==> src/rtl/decoder_3to8.sv <==
// -----------------------------------------------------------------------------
// decoder_3to8
//   3-to-8 line decoder with enable, for small address/select decoding.
//   While enabled, exactly one of the eight lines is active for the 3-bit
//   select code. While disabled or in reset, no line is active.
//
// Parameters
//   OUT_REG     1: D is registered (1-cycle latency)
//               0: D is combinational from a/en (0-cycle latency)
//   ACTIVE_LOW  1: D is inverted after decode (selected line low, all others high)
//
// Ports
//   clk    in   1  rising-edge clock (used only when OUT_REG=1)
//   rst_n  in   1  synchronous active-low reset; forces the inactive value
//   en     in   1  decode enable, active high
//   a      in   3  select code, a[2] is the MSB
//   D      out  8  decoded lines; D[i] corresponds to a == i
//
// Configuration
//   DECODER_3TO8_HOLD_EN (OUT_REG=1 only): when defined, the output register
//   holds its last value while en==0 instead of clearing. Reset still clears
//   it. The macro has no effect when OUT_REG=0.
// -----------------------------------------------------------------------------
module decoder_3to8 #(
   parameter bit OUT_REG    = 1'b1,
   parameter bit ACTIVE_LOW = 1'b0
) (
   input  logic       clk,
   input  logic       rst_n,
   input  logic       en,
   input  logic [2:0] a,
   output logic [7:0] D
);

   // Active-high decode of the current inputs; en dominates a.
   logic [7:0] dec;
   // Active-high decoded value after reset/registering, before polarity.
   logic [7:0] dec_out;

   always_comb begin
      dec = 8'h00;
      if (en) begin
         dec[a] = 1'b1;
      end
   end

   generate
      if (OUT_REG) begin : g_reg
         logic [7:0] dec_q;

         // Reset dominates en. The register output only ever takes a
         // one-hot or all-zero value, so D cannot glitch between edges.
         always_ff @(posedge clk) begin
            if (!rst_n) begin
               dec_q <= 8'h00;
`ifdef DECODER_3TO8_HOLD_EN
            end else if (en) begin
               dec_q <= dec;
            end
`else
            end else begin
               dec_q <= dec;
            end
`endif
         end

         assign dec_out = dec_q;
      end else begin : g_comb
         // Reset still forces the inactive value, but without waiting for a clock.
         assign dec_out = rst_n ? dec : 8'h00;
      end
   endgenerate

   // Polarity is applied last so reset yields 8'h00 or 8'hFF accordingly.
   assign D = ACTIVE_LOW ? ~dec_out : dec_out;

endmodule

==> config.mk <==
export PLATFORM = sky130hd
export DESIGN_NAME = decoder_3to8
export DESIGN_NICKNAME = d
export VERILOG_FILES = /design/src/rtl/decoder_3to8.sv
export SDC_FILE = /design/constraint.sdc
export NUM_CORES = 1
export LEC_CHECK = 0
export BUFFER_PORTS_ARGS = -buffer_cell sky130_fd_sc_hd__buf_2
export CAP_MARGIN = 20
export CORE_AREA = 4 4 41 43
export CTS_CLUSTER_DIAMETER = 150
export DETAILED_ROUTE_END_ITERATION = 6
export DIE_AREA = 0 0 45 47
export PLACE_DENSITY = 0.44
export SETUP_SLACK_MARGIN = 0.05
export SLEW_MARGIN = 10
export SYNTH_ARGS = -nofsm -noshare
export SYNTH_HDL_FRONTEND = slang
export SYNTH_SLANG_ARGS = --single-unit
export TNS_END_PERCENT = 50
==> constraint.sdc <==
create_clock -name clk -period 0.8 [get_ports clk]
set_input_delay 0.08 -clock clk [delete_from_list [all_inputs] [get_ports clk]]
set_output_delay 0.08 -clock clk [all_outputs]
set_load 0.01 [all_outputs]
## Word-level counts from Yosys, hierarchy flattened

Cells that the tools add are included.

- Divide/modulo/power cells: 0
- Bitwise operators: 0
- Equal/unequal tests: 0
- Reductions and logical operators: 2
- Add/subtract/negate cells: 0
- Muxes and demuxes: 2
- Multiply operators: 0
- Shifts and indexed selects: 0
- $lt $le $gt $ge: 2

Operator list:

| cell | count |
|---|---|
| $lt 3x4->1 const B | 1 |
| $demux 1 s3 | 1 |
| $ge 3x1->1 const B | 1 |
| $reduce_and 2->1 | 1 |
| $logic_and 1x1->1 | 1 |
| $mux 1 | 1 |

- Memories: 0
- RAM bits: 0
- Register bits after elaboration: 8
- Bits of input ports: 6
- ROM bits: 0
- Latch bits: 0

## Logic depth before layout (Yosys ltp)

Gate-level depths: netlist of run 1.

- Depth after elaboration: 4
- Depth in mapped cells: 2
- Mapped depth without buffers: 2

## Worst setup path after synthesis of run 1

No wires, ideal clock.

- Path kind: register to output
- Start: register g_reg.dec_q[0] (netlist: D[0])
- End: output D[0]
- Cell stages (with the launch flop): 1
- Slack: 0.389 ns
- Arrival: 0.331 ns
- Path through: dfxtp_1

RTL lines:

| what | RTL line | text |
|---|---|---|
| start, declared | 49 | `logic [7:0] dec_q;` |
| start signal, assigned | 55 | `dec_q <= 8'h00;` |
| start signal, assigned | 62 | `dec_q <= dec;` |
| end, declared | 32 | `output logic [7:0] D` |

No word-level cell between the ends.

## Worst setup path in the final report of run 1

- Start: register g_reg.dec_q[4] (netlist: D[4])
- End: output D[4]

No word-level cell between the ends.

==> results of run 1 <==
[kinds of logic (layout without fill, tap and decap cells)]
| kind of cell | after synthesis | count (layout) |
|---|---|---|
| flip-flops | 8 | 8 |
| buffers and inverters | 0 | 16 |
| AND/OR/NAND/NOR | 13 | 13 |
[cells in the final DEF, fill, tap and decap left out]
cell	instances
clkbuf_4	3
dfxtp_2	2
buf_6	2
nand3b_4	1
dfxtp_1	6
nand3_2	1
nor2_1	6
buf_2	11
nand2_1	1
nand2b_1	2
nor3_2	2
[report_power, final]
group | switching, uW | internal, uW | total, uW
logic | 30.5 | 25.8 | 56.3
clock network | 122 | 171 | 293
registers | 1.79 | 406 | 408
total | 155 | 603 | 757
[worst max path at each step]
| stage | startpoint | end | slack [ns] | depth (start not counted) |
|---|---|---|---|---|
| after detailed placement | a[2] | D[3] | 0.23 | 3 |
| final | D[4] | D[4] | 0.05 | 1 |
| after global routing | D[1] | D[1] | 0.01 | 1 |
| after floorplan | D[0] | D[0] | 0.39 | 0 |
| after CTS | D[0] | D[0] | 0.03 | 1 |
| after global placement | a[2] | D[3] | 0.25 | 3 |
[layout make-up]
type	instances	area, sq um
timing repair buffer	13	77.6
clock buffer	3	22.5
multi-input combinational	13	88.8
sequential	8	163
tap	15	18.8
fill	153	931
[through the flow]
stage / worst slack (ns) / utilization / hold WS (ns) / cell area, sq um / power, uW
floorplan: 0.389 / - / 0.149 / 249 / 438
global placement: 0.252 / 0.256 / 0.313 / 333 / 470
detailed placement: 0.231 / 0.256 / 0.316 / 333 / 471
finish: 0.0458 / 0.285 / 0.0522 / 370 / 757
CTS: 0.0312 / 0.273 / 0.0506 / 355 / 772
global route: 0.00951 / 0.285 / 0.0433 / 370 / 811
[metal layers]
layer  GRT usage  routed length (um)  up-vias
li1            -                   -      101
met1      0.0506                 177       82
met2      0.0932                 219       13
met3      0.0651                  89        0
met4      0.0175                   0        0
met5           0                   0        -
[timing repair]
item / in CTS / in global routing
endpoints found under the hold margin: 0 / 0
cloned: 0 / 0
endpoints found under the setup margin: 7 / 8
resized for setup: 0 / 4
==> out/metrics.sh, run 1 <==
SYNTHESIS.NETS=27
MIN_TO='D[0]'
SYNTHESIS.YOSYS.WARNINGS=0
WIRE_LENGTH_OF_THE_FIRST_GLOBAL_ROUTING_PASS_UM=834
PIN_COUNT_OF_THE_BIGGEST_NET_ENTERING_GLOBAL_ROUTING=6
SYNTH.AREA.MUX_SHARE=0
POST_ROUTE_CELLS_DRIVE_ABOVE_1_SHARE=0.595
AVGVIACOUNTPERCELL=3.77
MIN_PATH_CELLS=2
CHIPHEIGHT_UM=47
TOTALNEGATIVESETUPSLACK_NS=0
NUM_ANTENNA_CELLS=0
CTS_HOLD_REPAIR.BUFFERS=0
HOLD_VIOLATIONS=0
YS_SEQ_AREA_FRAC=0.643
WORSTPATHARRIVAL_NS=0.67
TOTAL_DIE_AREA_SQ_MM=0.00212
CTS_POST_SETUP_BUFFERS_INSERTED=0
SYNTH_TOP_AREA_CELL='dfxtp_1'
DIE_SPAN_IN_X_UM=45
POWER.DENSITY_CELL_AREA_mW_PER_MM2=2040
START_UTIL=0.191
GRT_ANTENNA_BEFORE_REPAIR=0
TOP_REG_CELL_SYNTH='dfxtp_1'
TIMING.HOLD.WORST.START='a[0]'
SYNTH-ADDER-AREA-SHARE=0
CTS.HTREE.LEVELS=1
CLOCK-ROOT-BUFFER='clkbuf_4'
SETUP_REPAIR_AFTER_GLOBAL_ROUTING_MISSED_ITS_MARGIN='true'
POST_SYNTH_XOR_AREA_FRACTION=0
CRITICAL_PATH.TOP_DELAY_FAMILY='flip-flops'
FIRST_ITER_VIOLATIONS=0
CORE_AREA_SQ_MM=0.00130
NUMBER_OF_GLOBAL_ROUTE_VIAS_BEFORE_REPAIR=219
CLKTRANSATPATHREGS_NS=0.05
CRITICAL_PATH.MAX_STAGE_DELAY_NS=0.32
NETS=45
DETAILED_PLACE_HPWL_UM=380
GP_CONGESTION=0.638
TRITONCTS='yes'
CP_SLOWEST_CELL='dfxtp_2'
MAXCAPVIOLCOUNT=0
LARGEST_REGISTER_FFS=8
SYNTH-EDFF-COUNT=0
VIAS=196
DETAIL-ROUTE-ANTENNA-NETS=0
MAXIMUM_FANOUT_ALONG_THE_WORST_PATH=1
SYNTH_TOP_FAMILY_BY_AREA='simple AND/OR/NAND/NOR gates'
CTS_INSERTED_BUFFERS=3
VDD.IR_DROP.WORST_V=0.000972
FINAL_MIN_PERIOD_OVER_CLOCK_PERIOD=0.943
ASYNC_FLOP_SHARE=0
OVERFLOW=0
GROUTE.USAGE.OVERALL=0.0595
MAIN_AREA_CONTRIBUTORS_AFTER_SYNTHESIS='dfxtp_1 (64%), nor2_1 (9.0%), nand3b_4 (8.0%)'
FINALWORSTPATHREQUIREDPERIOD_NS=0.754
SYN-CELL-AREA_SQ_UM=249
PORTBUFFERS=13
FMAX_GHz=1.33
YOSYSTOPAREACELLSHARE=0.643
SYNTHESIS.INSTANCES=21
DESIGN.PORTCOUNT=14
NUMBER_OF_STORAGE_ELEMENTS_IN_THE_SYNTHESIS_NETLIST=8
TIMING_WORST_SLEW_PIN_VALUE_NS=0.127
DRTPASS1ITERATIONS=1
WORSTSETUPSTARTPOINTTYPE='flop'
ROUTE.FINAL.WIRE_LENGTH_UM=487
PLACEDCELLCOUNT=49
POST_SYNTHESIS_MEAN_INSTANCE_AREA_SQ_UM=11.9
NETLIST_TOP_CELLS_COUNT='dfxtp_1 (8), nor2_1 (6), nand2b_1 (2), nor3_2 (2)'
LEAK_PWR_uW=0.000181
TIMING.MAX_SLEW.REL_SLACK=0.915
SYNTH_COMPOUND_AREA_FRAC=0
WORST_EP_REQUIRED_TIME_NS=0.72
STATUS='finished, final reports clean'
CTS_SINKS=8
SETUP_FAILING_EPS_FINAL=0
STD_CELL_ROWS=13
CLOCKBUFFERDEPTH=2
TIMING.CRITICAL_PATH.BUF_INV=1
AREAGROWTHSYNTHTOFINISH_PCT=48.7
SYNTH-SIMPLE-AREA-SHARE=0.357
MOST_INSTANTIATED_LIBRARY_CELL_AFTER_SYNTHESIS='dfxtp_1'
YS_TYPES=7
CP-END-KIND='output port'
WORSTSETUPPATHTYPE='reg2out'
SLEW_VIOLATIONS=0
FINAL_CELLS=52
DRC=0
HOLD_CLASS='in2reg'
CRITICAL_PATH.CELL_CHAIN='buf_6'
DRT-WIRELENGTH-PER-CELL_UM=9.37
No activity file was read; power rests on OpenSTA's default activity.
==> run 2, diff against run 1 <==
==> constraint.sdc (replaced) <==
create_clock -name clk -period 0.9 [get_ports clk]
set_input_delay 0.09 -clock clk [delete_from_list [all_inputs] [get_ports clk]]
set_output_delay 0.09 -clock clk [all_outputs]
set_load 0.01 [all_outputs]
==> run 2 against run 1 <==
Combinational power fell by 13%; critical path depth is the same; worst setup slack better by 0.087 ns; wire length decreased by 0.82%; hold slack better by 0.018 ns; die area stayed put; largest power group unchanged.
==> out/metrics.sh, run 2 (synthesized netlist as in run 1, its figures left out) <==
STATUS='finished, final reports clean'  # unchanged
MAXCAPVIOLCOUNT=0  # unchanged
MIN_PATH_CELLS=2  # unchanged
MOST_FREQUENT_CELLS_IN_THE_LAYOUT='buf_2 (13), dfxtp_1 (8), nor2_1 (6), clkbuf_4 (3)'  # was buf_2 (11), dfxtp_1 (6), nor2_1 (6), clkbuf_4 (3)
POSTCTSRESIZEDCELLS=0  # unchanged
WORSTPATHARRIVAL_NS=0.68  # was 0.67 ns
CTS.HTREE.LEVELS=1  # unchanged
CLKTRANSATPATHREGS_NS=0.05  # about the same
AREAGROWTHSYNTHTOFINISH_PCT=42.7  # was 48.7%
POWER.DENSITY_CELL_AREA_mW_PER_MM2=1890  # was 2040 mW/mm^2
LARGEST_REGISTER_FFS=8  # unchanged
GP_CONGESTION=0.648  # was 0.638
SETUP_REPAIR_AFTER_GLOBAL_ROUTING_MISSED_ITS_MARGIN='false'  # was true
CP-END-KIND='output port'  # unchanged
CTS_POST_SETUP_BUFFERS_INSERTED=0  # unchanged
DETAIL-ROUTE-ANTENNA-NETS=0  # unchanged
FINAL_MIN_PERIOD_OVER_CLOCK_PERIOD=0.853
DESIGN.PORTCOUNT=14  # unchanged
CRITICAL_PATH.TOP_DELAY_FAMILY='flip-flops'  # unchanged
NUM_ANTENNA_CELLS=0  # unchanged
STD_CELL_ROWS=13  # unchanged
CRITICAL_PATH.MAX_STAGE_DELAY_NS=0.31  # was 0.32 ns
DETAILED_PLACE_HPWL_UM=381  # was 380 um
FIRST_ITER_VIOLATIONS=0  # unchanged
WORSTSETUPPATHTYPE='reg2out'  # unchanged
SLEW_VIOLATIONS=0  # unchanged
START_UTIL=0.191  # unchanged
NFILLCELLS=144  # was 153
TOTAL_DIE_AREA_SQ_MM=0.00212  # unchanged
FMAX_GHz=1.30
TIMING.MAX_SLEW.REL_SLACK=0.927  # was 0.915
CTS_HOLD_REPAIR.BUFFERS=0  # unchanged
SETUP_FAILING_EPS_FINAL=0  # unchanged
HOLD_VIOLATIONS=0  # unchanged
FIN_TOTAL_PWR_uW=671  # was 757 uW
CLOCK-ROOT-BUFFER='clkbuf_4'  # unchanged
LEAK_PWR_uW=0.000178  # was 0.000181 uW
WIRE_LENGTH_OF_THE_FIRST_GLOBAL_ROUTING_PASS_UM=821  # was 834 um
CRITICAL_PATH.CELL_CHAIN='buf_2'  # was buf_6
PORTBUFFERS=13  # unchanged
CORE_AREA_SQ_MM=0.00130  # unchanged
TRITONCTS='yes'  # unchanged
MAXIMUM_FANOUT_ALONG_THE_WORST_PATH=1  # unchanged
WORSTSETUPSTARTPOINTTYPE='flop'  # unchanged
PIN_COUNT_OF_THE_BIGGEST_NET_ENTERING_GLOBAL_ROUTING=6  # unchanged
CTS_SINKS=8  # unchanged
CLOCKBUFFERDEPTH=2  # unchanged
MOST_COMMON_CELL_AFTER_LAYOUT_FILL_AND_TAPS_ASIDE='buf_2'  # unchanged
VDD.IR_DROP.WORST_V=0.000844  # was 0.000972 V
TIMING.CRITICAL_PATH.BUF_INV=1  # unchanged
DIE_SPAN_IN_X_UM=45  # unchanged
CHIPHEIGHT_UM=47  # unchanged
TOTALNEGATIVESETUPSLACK_NS=0  # unchanged
AVGVIACOUNTPERCELL=3.94  # was 3.77
TIMING_WORST_SLEW_PIN_VALUE_NS=0.108  # was 0.127 ns
DRTPASS1ITERATIONS=1  # unchanged
ROUTE.FINAL.WIRE_LENGTH_UM=483  # was 487 um
GRT_ANTENNA_BEFORE_REPAIR=0  # unchanged
OVERFLOW=0  # unchanged
POST_ROUTE_CELLS_DRIVE_ABOVE_1_SHARE=0.541  # was 0.595
HOLD_CLASS='in2reg'  # unchanged
DRT-WIRELENGTH-PER-CELL_UM=9.29  # was 9.37 um
NUMBER_OF_GLOBAL_ROUTE_VIAS_BEFORE_REPAIR=222  # was 219
CRITICAL_PATH_CELL_COUNT=1  # unchanged
CP_SLOWEST_CELL='dfxtp_1'  # was dfxtp_2
VIAS=205  # was 196
NETS=45  # unchanged
GROUTE.USAGE.OVERALL=0.0612  # was 0.0595
CTS_INSERTED_BUFFERS=3  # unchanged
WORST_EP_REQUIRED_TIME_NS=0.81  # was 0.72 ns
DRC=0  # unchanged
FINALWORSTPATHREQUIREDPERIOD_NS=0.767
## run 2: cell counts in the layout (fill, tap and decap cells not counted)
No cell type changed its count.
## run 2: cell type report
| type | count | area [sq um] | share of cell area |
|---|---|---|---|
| repair buffers | 13 | 65.1 | 0.183 |
| multi-input cells | 13 | 88.8 | 0.250 |
| flip-flops and latches | 8 | 160 | 0.451 |
| clock buffers | 3 | 22.5 | 0.0634 |
| well taps | 15 | 18.8 | 0.0528 |
## run 2: metal layers
layer	share of wire	track usage	up-vias
met4	0.029	0.0526	0
met2	0.42	0.0932	13
met1	0.33	0.0370	89
met3	0.22	0.0728	4
met5	0	0	-
li1	-	-	99
## run 2: final timing paths
check             startpoint  endpoint  slack, ns
setup / recovery        D[4]      D[4]       0.13
hold / removal          a[1]      D[0]       0.07
## run 2: power breakdown
part           total [uW]  internal [uW]  switching [uW]
clock                 259            152             108
combinational        49.2           21.3            27.9
sequential            362            361            1.19
total                 671            534             137
## run 2: stage by stage
stage	worst slack [ns]	std cells	hold WS [ns]	area [sq um]	utilization
floorplan	0.479	21	0.159	249	-
global placement	0.356	49	0.319	333	0.256
detailed placement	0.336	49	0.331	333	0.256
CTS	0.123	52	0.0630	355	0.273
global route	0.0746	52	0.0575	355	0.273
finish	0.133	52	0.0699	355	0.273
==> run 3, diff against run 2 <==
--- a/config.mk
+++ b/config.mk
@@ -8,6 +8,7 @@
 export BUFFER_PORTS_ARGS = -buffer_cell sky130_fd_sc_hd__buf_2
 export CAP_MARGIN = 20
 export CORE_AREA = 4 4 41 43
+export CTS_BUF_LIST = sky130_fd_sc_hd__clkbuf_8
 export CTS_CLUSTER_DIAMETER = 150
 export DETAILED_ROUTE_END_ITERATION = 6
 export DIE_AREA = 0 0 45 47
==> run 3 against run 2 <==
Flip-flop and latch count unchanged; sequential share of layout area shrank 2.3 points; fmax is 4.4% higher; combinational power is essentially flat; utilization increased by 1.4 points; clock-buffer cell count unchanged.
==> out/metrics.sh, run 3 (synthesized netlist as in run 1, its figures left out) <==
OVERFLOW=0  # unchanged
FMAX_GHz=1.36  # was 1.30 GHz
ROUTED_WL_MET2_UM=210  # was 203 um
PORTBUFFERS=13  # unchanged
DIE_SPAN_IN_X_UM=45  # unchanged
TOPROUTINGLAYERUSED='met4'  # unchanged
HOLD_CLASS='in2reg'  # unchanged
AREAGROWTHSYNTHTOFINISH_PCT=50.3  # was 42.7%
FINALWORSTPATHREQUIREDPERIOD_NS=0.735  # was 0.767 ns
SLEW_VIOLATIONS=0  # unchanged
CRITICAL_PATH.MAX_STAGE_DELAY_NS=0.30  # was 0.31 ns
POST_ROUTE_CELLS_DRIVE_ABOVE_1_SHARE=0.541  # unchanged
CLKTRANSATPATHREGS_NS=0.04  # was 0.05 ns
COMBPWRFRAC=0.060  # was 0.073
MIN_PATH_CELLS=2  # unchanged
FINAL_MIN_PERIOD_OVER_CLOCK_PERIOD=0.816  # was 0.853
GRT_ANTENNA_BEFORE_REPAIR=0  # unchanged
CP_SLOWEST_CELL='dfxtp_1'  # unchanged
LEAK_PWR_uW=0.000186  # was 0.000178 uW
CP-END-KIND='output port'  # unchanged
VDD.IR_DROP.WORST_V=0.00107  # was 0.000844 V
DP_SLACK_NS=0.336  # unchanged
MET3ROUTEDLENGTH_UM=101  # was 107 um
DRT-WIRELENGTH-PER-CELL_UM=9.25  # was 9.29 um
CELL_INTERNAL_PWR_uW=671  # was 534 uW
FINAL_CELLS=52  # unchanged
WORSTSETUPPATHTYPE='reg2out'  # unchanged
NUM_ANTENNA_CELLS=0  # unchanged
NUMBER_OF_GLOBAL_ROUTE_VIAS_BEFORE_REPAIR=222  # unchanged
P_CLK_FRAC=0.496  # was 0.387
TOTALNEGATIVESETUPSLACK_NS=0  # unchanged
CORE_AREA_SQ_MM=0.00130  # unchanged
CRITICAL_PATH.CELL_CHAIN='buf_2'  # unchanged
MOST_FREQUENT_CELLS_IN_THE_LAYOUT='buf_2 (13), dfxtp_1 (8), nor2_1 (6), clkbuf_8 (3)'  # was buf_2 (13), dfxtp_1 (8), nor2_1 (6), clkbuf_4 (3)
POSTCTSRESIZEDCELLS=0  # unchanged
VIAS=204  # was 205
CTS_HOLD_REPAIR.BUFFERS=0  # unchanged
SETUP_SLACK_NS=0.165  # was 0.133 ns
TIMING_WORST_SLEW_PIN_VALUE_NS=0.109  # was 0.108 ns
DETAIL_ROUTE.WIRELENGTH.MET1_UM=163  # was 157 um
WORSTPATHARRIVAL_NS=0.64  # was 0.68 ns
SETUP_REPAIR_AFTER_GLOBAL_ROUTING_MISSED_ITS_MARGIN='false'  # unchanged
CTS_POST_SETUP_BUFFERS_INSERTED=0  # unchanged
NFILLCELLS=141  # was 144
TIMING.CRITICAL_PATH.BUF_INV=1  # unchanged
DETAIL-ROUTE-ANTENNA-NETS=0  # unchanged
PLACEDCELLCOUNT=49  # unchanged
DRTPASS1ITERATIONS=2  # was 1
MOST_COMMON_CELL_AFTER_LAYOUT_FILL_AND_TAPS_ASIDE='buf_2'  # unchanged
WIRE_LENGTH_OF_THE_FIRST_GLOBAL_ROUTING_PASS_UM=828  # was 821 um
ROUTE.FINAL.WIRE_LENGTH_UM=481  # was 483 um
TOTAL_DIE_AREA_SQ_MM=0.00212  # unchanged
SEQ_POWER_SHARE=0.444  # was 0.540
CRITICAL_PATH.TOP_DELAY_FAMILY='flip-flops'  # unchanged
WORST_EP_REQUIRED_TIME_NS=0.81  # about the same
HOLD_VIOLATIONS=0  # unchanged
UTILIZATION=0.288  # was 0.273
NETS=45  # unchanged
CHIPHEIGHT_UM=47  # unchanged
NET-SWITCHING-POWER_uW=148  # was 137 uW
GP_CONGESTION=0.648  # unchanged
MAXCAPVIOLCOUNT=0  # unchanged
START_UTIL=0.191  # unchanged
MAXIMUM_FANOUT_ALONG_THE_WORST_PATH=1  # unchanged
PIN_COUNT_OF_THE_BIGGEST_NET_ENTERING_GLOBAL_ROUTING=6  # unchanged
P_SW_FRAC=0.181  # was 0.204
FIN_TOTAL_PWR_uW=819  # was 671 uW
DETAILED_PLACE_HPWL_UM=381  # unchanged
AVGVIACOUNTPERCELL=3.92  # was 3.94
SETUP_FAILING_EPS_FINAL=0  # unchanged
CLOCKBUFFERDEPTH=2  # unchanged
DESIGN.PORTCOUNT=14  # unchanged
LARGEST_REGISTER_FFS=8  # unchanged
CTS_SINKS=8  # unchanged
STATUS='finished, final reports clean'  # unchanged
CLOCK-ROOT-BUFFER='clkbuf_8'  # was clkbuf_4
WORSTSETUPSTARTPOINTTYPE='flop'  # unchanged
GROUTE.USAGE.OVERALL=0.0620  # was 0.0612
POWER.DENSITY_CELL_AREA_mW_PER_MM2=2190  # was 1890 mW/mm^2
TRITONCTS='yes'  # unchanged
CTS_INSERTED_BUFFERS=3  # unchanged
STD_CELL_ROWS=13  # unchanged
TIMING.MAX_SLEW.REL_SLACK=0.927  # about the same
FIRST_ITER_VIOLATIONS=3  # was 0
CTS.HTREE.LEVELS=1  # unchanged
CRITICAL_PATH_CELL_COUNT=1  # unchanged
DRC=0  # unchanged
-- run 3: through the flow --
step | instance area (sq um) | hold slack, ns
floorplan | 249 | 0.159
global placement | 333 | 0.319
detailed placement | 333 | 0.331
CTS | 374 | 0.0950
global route | 374 | 0.0975
finish | 374 | 0.102
-- run 3: cell type report --
class	count	area, sq um	area share
well taps	15	18.8	0.0502
repair buffers	13	65.1	0.174
clock buffers	3	41.3	0.110
flip-flops and latches	8	160	0.428
multi-input cells	13	88.8	0.237
-- run 3: path summary, 6_finish.rpt --
path | start | endpoint | slack (ns)
setup / recovery | D[4] | D[4] | 0.17
hold / removal | a[0] | D[0] | 0.10
-- run 3: layer usage --
| layer | vias to the layer above | GRT usage |
|---|---|---|
| met5 | - | 0 |
| met4 | 0 | 0.0526 |
| met3 | 2 | 0.0728 |
| met2 | 12 | 0.0960 |
| met1 | 91 | 0.0370 |
| li1 | 99 | - |
-- run 3: power groups by stage --
stage               Combinational, uW  Clock (uW)  Sequential, uW
floorplan                        16.7           0             373
global placement                 48.1           0             369
detailed placement               49.5           0             369
CTS                              49.9         424             364
global route                     54.8         453             363
finish                           49.2         406             364
